## config.mk

```make
export PLATFORM = sky130hd
export DESIGN_NAME = hex_keypad_scanner
export DESIGN_NICKNAME = d
export VERILOG_FILES = /design/src/rtl/hex_keypad_scanner_pkg.sv /design/src/rtl/hex_keypad_scanner_row_sync.sv /design/src/rtl/hex_keypad_scanner.sv
export SDC_FILE = /design/constraint.sdc
export NUM_CORES = 1
export LEC_CHECK = 0
export CAP_MARGIN = 10
export CORE_ASPECT_RATIO = 1.1
export CORE_MARGIN = 3
export CORE_UTILIZATION = 55
export DETAILED_ROUTE_END_ITERATION = 8
export PLACE_DENSITY = 0.87
export SLEW_MARGIN = 20
export SYNTH_ARGS = -nofsm -noshare
export SYNTH_HDL_FRONTEND = slang
export SYNTH_SLANG_ARGS = --single-unit
```

## constraint.sdc

```tcl
create_clock -name clk -period 2 [get_ports clk]
set_input_delay 0.6 -clock clk [delete_from_list [all_inputs] [get_ports clk]]
set_output_delay 0.6 -clock clk [all_outputs]
set_load 0.005 [all_outputs]
```

## src/rtl/hex_keypad_scanner_pkg.sv

```systemverilog
// hex_keypad_pkg: shared definitions for the 4x4 hex keypad scanner and the
// downstream keypad checker.
//   state_t        scanner FSM states
//   N_ROWS/N_COLS  keypad geometry
//   SETTLE_CYCLES  cycles a scan column is held before its rows are sampled
//   COL_ALL        column drive used while waiting for any key
//   lowest_row()   priority encoder, lowest set row bit wins
//   col_onehot()   one-hot column drive for a column index
//   scan_state()   SCAN state that corresponds to a column index
package hex_keypad_pkg;

  localparam int N_ROWS        = 4;
  localparam int N_COLS        = 4;
  localparam int SETTLE_CYCLES = 3;

  localparam logic [N_COLS-1:0] COL_ALL     = 4'b1111;
  localparam logic [1:0]        SETTLE_LAST = 2'(SETTLE_CYCLES - 1);

  typedef enum logic [2:0] {
    ST_IDLE,
    ST_SCAN0,
    ST_SCAN1,
    ST_SCAN2,
    ST_SCAN3,
    ST_DEBOUNCE,
    ST_RELEASE
  } state_t;

  // Scan downwards so the lowest asserted row is the one left standing.
  function automatic logic [1:0] lowest_row(input logic [N_ROWS-1:0] rows);
    logic [1:0] r;
    r = 2'd0;
    for (int i = N_ROWS - 1; i >= 0; i--) begin
      if (rows[i]) r = 2'(i);
    end
    return r;
  endfunction

  function automatic logic [N_COLS-1:0] col_onehot(input logic [1:0] c);
    logic [N_COLS-1:0] v;
    v    = '0;
    v[c] = 1'b1;
    return v;
  endfunction

  function automatic state_t scan_state(input logic [1:0] c);
    state_t s;
    // NOTE: giving a combinational result a value before the case means every
    // path assigns it, so no storage can be inferred even if a branch is missed.
    s = ST_SCAN0;
    case (c)
      2'd1:    s = ST_SCAN1;
      2'd2:    s = ST_SCAN2;
      2'd3:    s = ST_SCAN3;
      default: s = ST_SCAN0;
    endcase
    return s;
  endfunction

endpackage

```

## src/rtl/hex_keypad_scanner_row_sync.sv

```systemverilog
// row_sync: two-flop synchronizer for the raw keypad row returns.
//   clk  in   scanner clock
//   rst  in   asynchronous active-low reset, clears both stages to 0
//   d    in   raw row returns, asynchronous to clk
//   q    out  synchronized row returns
module row_sync
  import hex_keypad_pkg::*;
#(
  parameter int WIDTH = N_ROWS
) (
  input  logic             clk,
  input  logic             rst,
  input  logic [WIDTH-1:0] d,
  output logic [WIDTH-1:0] q
);

  logic [WIDTH-1:0] meta;

  // NOTE: clocked state uses non-blocking assignments so both stages sample
  // the pre-edge values; with blocking ones d would fall straight through to q.
  always_ff @(posedge clk or negedge rst) begin
    if (!rst) begin
      meta <= '0;
      q    <= '0;
    end else begin
      meta <= d;
      q    <= meta;
    end
  end

endmodule

```

## src/rtl/hex_keypad_scanner.sv

```systemverilog
// hex_keypad_scanner: column-scanning front end for the 4x4 hex keypad.
// Waits with all columns driven, scans columns 0..3 when any row returns,
// debounces the found key and emits one valid strobe per accepted press.
// Key k sits at row k/4, column k%4, so code = {row, col}.
//   DEBOUNCE_CYCLES  stable synchronized cycles needed for press and release
//   CNT_W            debounce counter width
//   clk    in   clock, rising edge
//   rst    in   asynchronous active-low reset
//   row    in   raw keypad row returns (active-high)
//   col    out  column drive (active-high), one-hot or all-ones
//   code   out  hex code of the last latched key candidate
//   valid  out  one-cycle strobe per accepted press
module hex_keypad_scanner
  import hex_keypad_pkg::*;
#(
  parameter int DEBOUNCE_CYCLES = 4,
  parameter int CNT_W           = $clog2(DEBOUNCE_CYCLES + 1)
) (
  input  logic              clk,
  input  logic              rst,
  input  logic [N_ROWS-1:0] row,
  output logic [N_COLS-1:0] col,
  output logic [3:0]        code,
  output logic              valid
);

  localparam logic [CNT_W-1:0] CNT_LAST = CNT_W'(DEBOUNCE_CYCLES - 1);
  localparam logic [CNT_W-1:0] CNT_MAX  = '1;
  localparam logic [CNT_W-1:0] CNT_ONE  = CNT_W'(1);

  logic [N_ROWS-1:0] row_s;
  state_t            state;
  logic [1:0]        settle_cnt;
  logic [CNT_W-1:0]  cnt;
  logic [1:0]        col_idx;
  logic [1:0]        row_idx;

  row_sync #(.WIDTH(N_ROWS)) u_row_sync (
    .clk (clk),
    .rst (rst),
    .d   (row),
    .q   (row_s)
  );

  // The column drive is registered alongside the state so a new column starts
  // on the same edge as its SCAN state; the settle count then covers the two
  // synchronizer stages before row_s reflects that column.
  always_ff @(posedge clk or negedge rst) begin
    if (!rst) begin
      state      <= ST_IDLE;
      col        <= COL_ALL;
      code       <= 4'h0;
      valid      <= 1'b0;
      settle_cnt <= 2'd0;
      cnt        <= '0;
      col_idx    <= 2'd0;
      row_idx    <= 2'd0;
    end else begin
      valid <= 1'b0;

      case (state)
        ST_IDLE: begin
          col <= COL_ALL;
          if (|row_s) begin
            state      <= ST_SCAN0;
            col        <= col_onehot(2'd0);
            col_idx    <= 2'd0;
            settle_cnt <= 2'd0;
          end
        end

        ST_SCAN0, ST_SCAN1, ST_SCAN2, ST_SCAN3: begin
          if (settle_cnt != SETTLE_LAST) begin
            settle_cnt <= settle_cnt + 2'd1;
          end else begin
            settle_cnt <= 2'd0;
            if (|row_s) begin
              // Lowest column wins by scan order, lowest row by the encoder.
              row_idx <= lowest_row(row_s);
              code    <= {lowest_row(row_s), col_idx};
              cnt     <= '0;
              state   <= ST_DEBOUNCE;
            end else if (col_idx == 2'(N_COLS - 1)) begin
              state <= ST_IDLE;
              col   <= COL_ALL;
            end else begin
              col_idx <= col_idx + 2'd1;
              col     <= col_onehot(col_idx + 2'd1);
              state   <= scan_state(col_idx + 2'd1);
            end
          end
        end

        ST_DEBOUNCE: begin
          if (!row_s[row_idx]) begin
            state <= ST_IDLE;
            col   <= COL_ALL;
            cnt   <= '0;
          end else if (cnt == CNT_LAST) begin
            // This cycle is the DEBOUNCE_CYCLES-th stable one.
            valid <= 1'b1;
            cnt   <= '0;
            state <= ST_RELEASE;
          end else if (cnt != CNT_MAX) begin
            cnt <= cnt + CNT_ONE;
          end
        end

        ST_RELEASE: begin
          // Only the latched column is driven, so keys in other columns are
          // invisible until this key is let go.
          if (|row_s) begin
            cnt <= '0;
          end else if (cnt == CNT_LAST) begin
            cnt   <= '0;
            state <= ST_IDLE;
            col   <= COL_ALL;
          end else if (cnt != CNT_MAX) begin
            cnt <= cnt + CNT_ONE;
          end
        end

        default: begin
          state <= ST_IDLE;
          col   <= COL_ALL;
          cnt   <= '0;
        end
      endcase
    end
  end

endmodule

```

==> summary.md <==
| Metric | Value |
|---|---|
| Outcome | finished, final reports clean |
| Share of the synthesized area in the top cell type | around two fifths |
| F_max | roughly 530 MHz |
| DR DRC count | 0 |
| H-tree depth | 1 |
| Arrival @ worst endpoint | 2.17 ns |
| Post-synthesis async set-or-reset flop share | 100% |
| Final setup vio count | 0 |
| Die X | 55.2 um |
| Io pins | 15 |
| Grt ovf | 0 |
| TritonCTS clock tree | built |
| Leak | ~0.80 nW |
| Leading cell types by count after synthesis | 23 x dfrtp_1, 12 x nor2_1, 9 x inv_1 |
| Final ANT Viol Nets | 0 |
| Avg Cell Area, Syn | 10.8 sq um |
| Slew Limit Fails | 0 |
| Crit end category | register |
| Critical path startpoint category | register |
| DR pass1 iterations | 4 |
| GPL Wtd Cong | around 0.93 |
| Hold_buf cts | 0 |
| Seq/Total Area, Yosys | a little under half |
| Worst-path clk slew | about 0.15 ns |
| Nets@finish | approximately 170 |
| Clock latency on the worst-skew pair | between 0.3 and 0.4 ns |
| Power per standard cell area | between 1000 and 1500 nW/um^2 |
| Root Driver | clkbuf_4 |
| DR vias/cell | slightly above 6 |
| Die area | between 3000 and 4000 sq um |
| Tightest Pin Transition | ~0.58 ns |
| Initial Utilization | roughly 61% |
| # diodes | 0 |
| Top-count cell post-synth | dfrtp_1 |
| HPWL Detailed | between 2 and 2.5 mm |
| Final Skew | 0.00562 ns |
| Max-Cap Viols | 0 |
| Overall global routing resource usage | roughly a fifth |
| Post-synth EDFFs | 0 |
| Minimum clock period | ~1.9 ns |
| Setup TNS Final | 0 ns |
| #FFs+latches synth | 27 |
| WL per Instance | 15.5 um |
| Cell variety after synth | 42 |
| Post-synth top flop | dfrtp_1 |
| Final wirelength | 2.89 mm |
| Global-route wire length before repair | 5.02 mm |
| Fraction of the cycle the final worst path needs | between 90% and 100% |
| Post-synth top area cell | dfrtp_1 |
| Initial DRC count | 24 |
| Layout cells sized above 1 | roughly a fifth |
| Die span in y | 60.1 um |
| Core Footprint | approximately 2400 sq um |
| Crit-path max FO | 7 |
| Vias in the first global route | around 1.1k |
| Crit path kind | reg -> reg |
| Post-cts repair resize count | 0 |
| Worst VDD drop | roughly 1.1 mV |
| Port bufs | 14 |
| Yosys warning count | 0 |
| Total number of vias | ~1.1k |
| Hold Crit Class | reg -> reg |
| Num rows | 18 |
| CTS max path bufs | 2 |
| Area Overhead vs Synth | 17.3% |
| Hold Fails Final Rpt | 0 |
| Net count of the mapped netlist | between 100 and 150 |
| Clock Sinks | 27 |
| Mapped cell area | ~1500 sq um |
| Max-slew headroom | a little over 60% |
| WHS | 0.370 ns |
| Top cells by area, synth | dfrtp_1 39%, dfstp_2 7.2%, ha_1 6.0%, mux2_2 3.8%, nor2_1 3.1% |
| Pin count of the biggest net entering global routing | 28 |
| Post-Synthesis Cells | between 100 and 150 |
| RSZ-0062 raised after global routing | false |
| Post-CTS setup buffers | 0 |
| Initial antenna violation count | 0 |
| Worst EP required | ~2.3 ns |
| TritonCTS Buffers | 3 |
flip-flops by register name, summed over array words and instances (netlist names):
signal	count
code	4
settle_cnt	2
col	4
state	3
col_idx	2
valid	1
cnt	3
u_row_sync.q	4
u_row_sync.meta	4
where the power goes:
part,total [mW],switching (mW),internal [mW]
clock,0.251,0.174,0.0769
sequential,0.848,0.128,0.720
combinational,1.30,0.664,0.632
total,2.39,0.966,1.43
cell families after synthesis:
group	synth area share (%)
xor gates and xnor gates	0.599
buffers and inverters	3.59
adders and majority gates	6.67
and+or+nand+nor	15.2
muxes	8.47
DFF	46.5
AOI/OAI and AO/OA	18.9
cell type report:
type / instances / area [sq um]
multi-input combinational: 97 / 738
fill: 173 / 672
clock inverter: 1 / 7.51
inverter: 9 / 33.8
clock buffer: 3 / 22.5
tap: 30 / 37.5
sequential: 27 / 681
timing repair buffer: 20 / 195
layout by cell type (no fill, tap or decap), types with 2 or more instances in the layout:
cell and n:
dlymetal6s2s_1 4, nor3_1 7, o31ai_1 5, a31oi_1 3, nand3_1 5, dfrtp_1 23
a221oi_1 2, dfstp_2 4, a21o_1 2, o21ai_0 3, nand2b_1 3, and3b_1 2
mux2i_1 3, nor2_1 12, inv_1 9, a21oi_1 7, nand2_1 7, clkdlybuf4s50_1 10
a31o_2 2, clkbuf_4 3, or3_1 2, mux2_2 5, ha_1 7, buf_4 6
layer usage:
layer / vias up / GRT usage (%) / routed length [um]
li1: 540 / - / -
met1: 547 / 27.3 / 1180
met2: 49 / 32.4 / 1440
met3: 9 / 3.99 / 176
met4: 0 / 13.2 / 93
met5: - / 0 / 0
worst max-delay path, stage by stage (launching register included):
cell and delay [ns]:
dfrtp_1 0.46, o21ai_0 0.48, nand2_1 0.20, o211ai_4 0.30, mux2_2 0.38
through the flow:
stage | area (sq um) | cells | total power, mW | util [%] | worst slack [ns]
global route | 1720 | 187 | 2.56 | 71.9 | 0.0712
CTS | 1700 | 187 | 2.39 | 71.1 | 0.00279
finish | 1720 | 187 | 2.39 | 71.9 | 0.117
floorplan | 1460 | 136 | 1.75 | - | 0.199
global placement | 1670 | 183 | 2.08 | 69.8 | 0.108
detailed placement | 1670 | 183 | 2.14 | 69.8 | 0.0750
worst paths after layout:
kind                       depth (start not counted)               start  slack (ns)         endpoint
setup / recovery                                   4            state[1]        0.12           col[2]
hold / removal                                     0  u_row_sync.meta[2]        0.37  u_row_sync.q[2]
setup reg to reg                                   4            state[1]        0.12           col[2]
hold reg to reg                                    0  u_row_sync.meta[2]        0.37  u_row_sync.q[2]
max in group asynchronous                          2                 rst        1.09           col[1]
min in group asynchronous                          2                 rst        0.60           cnt[2]
Power figures use the tool's default switching activity.
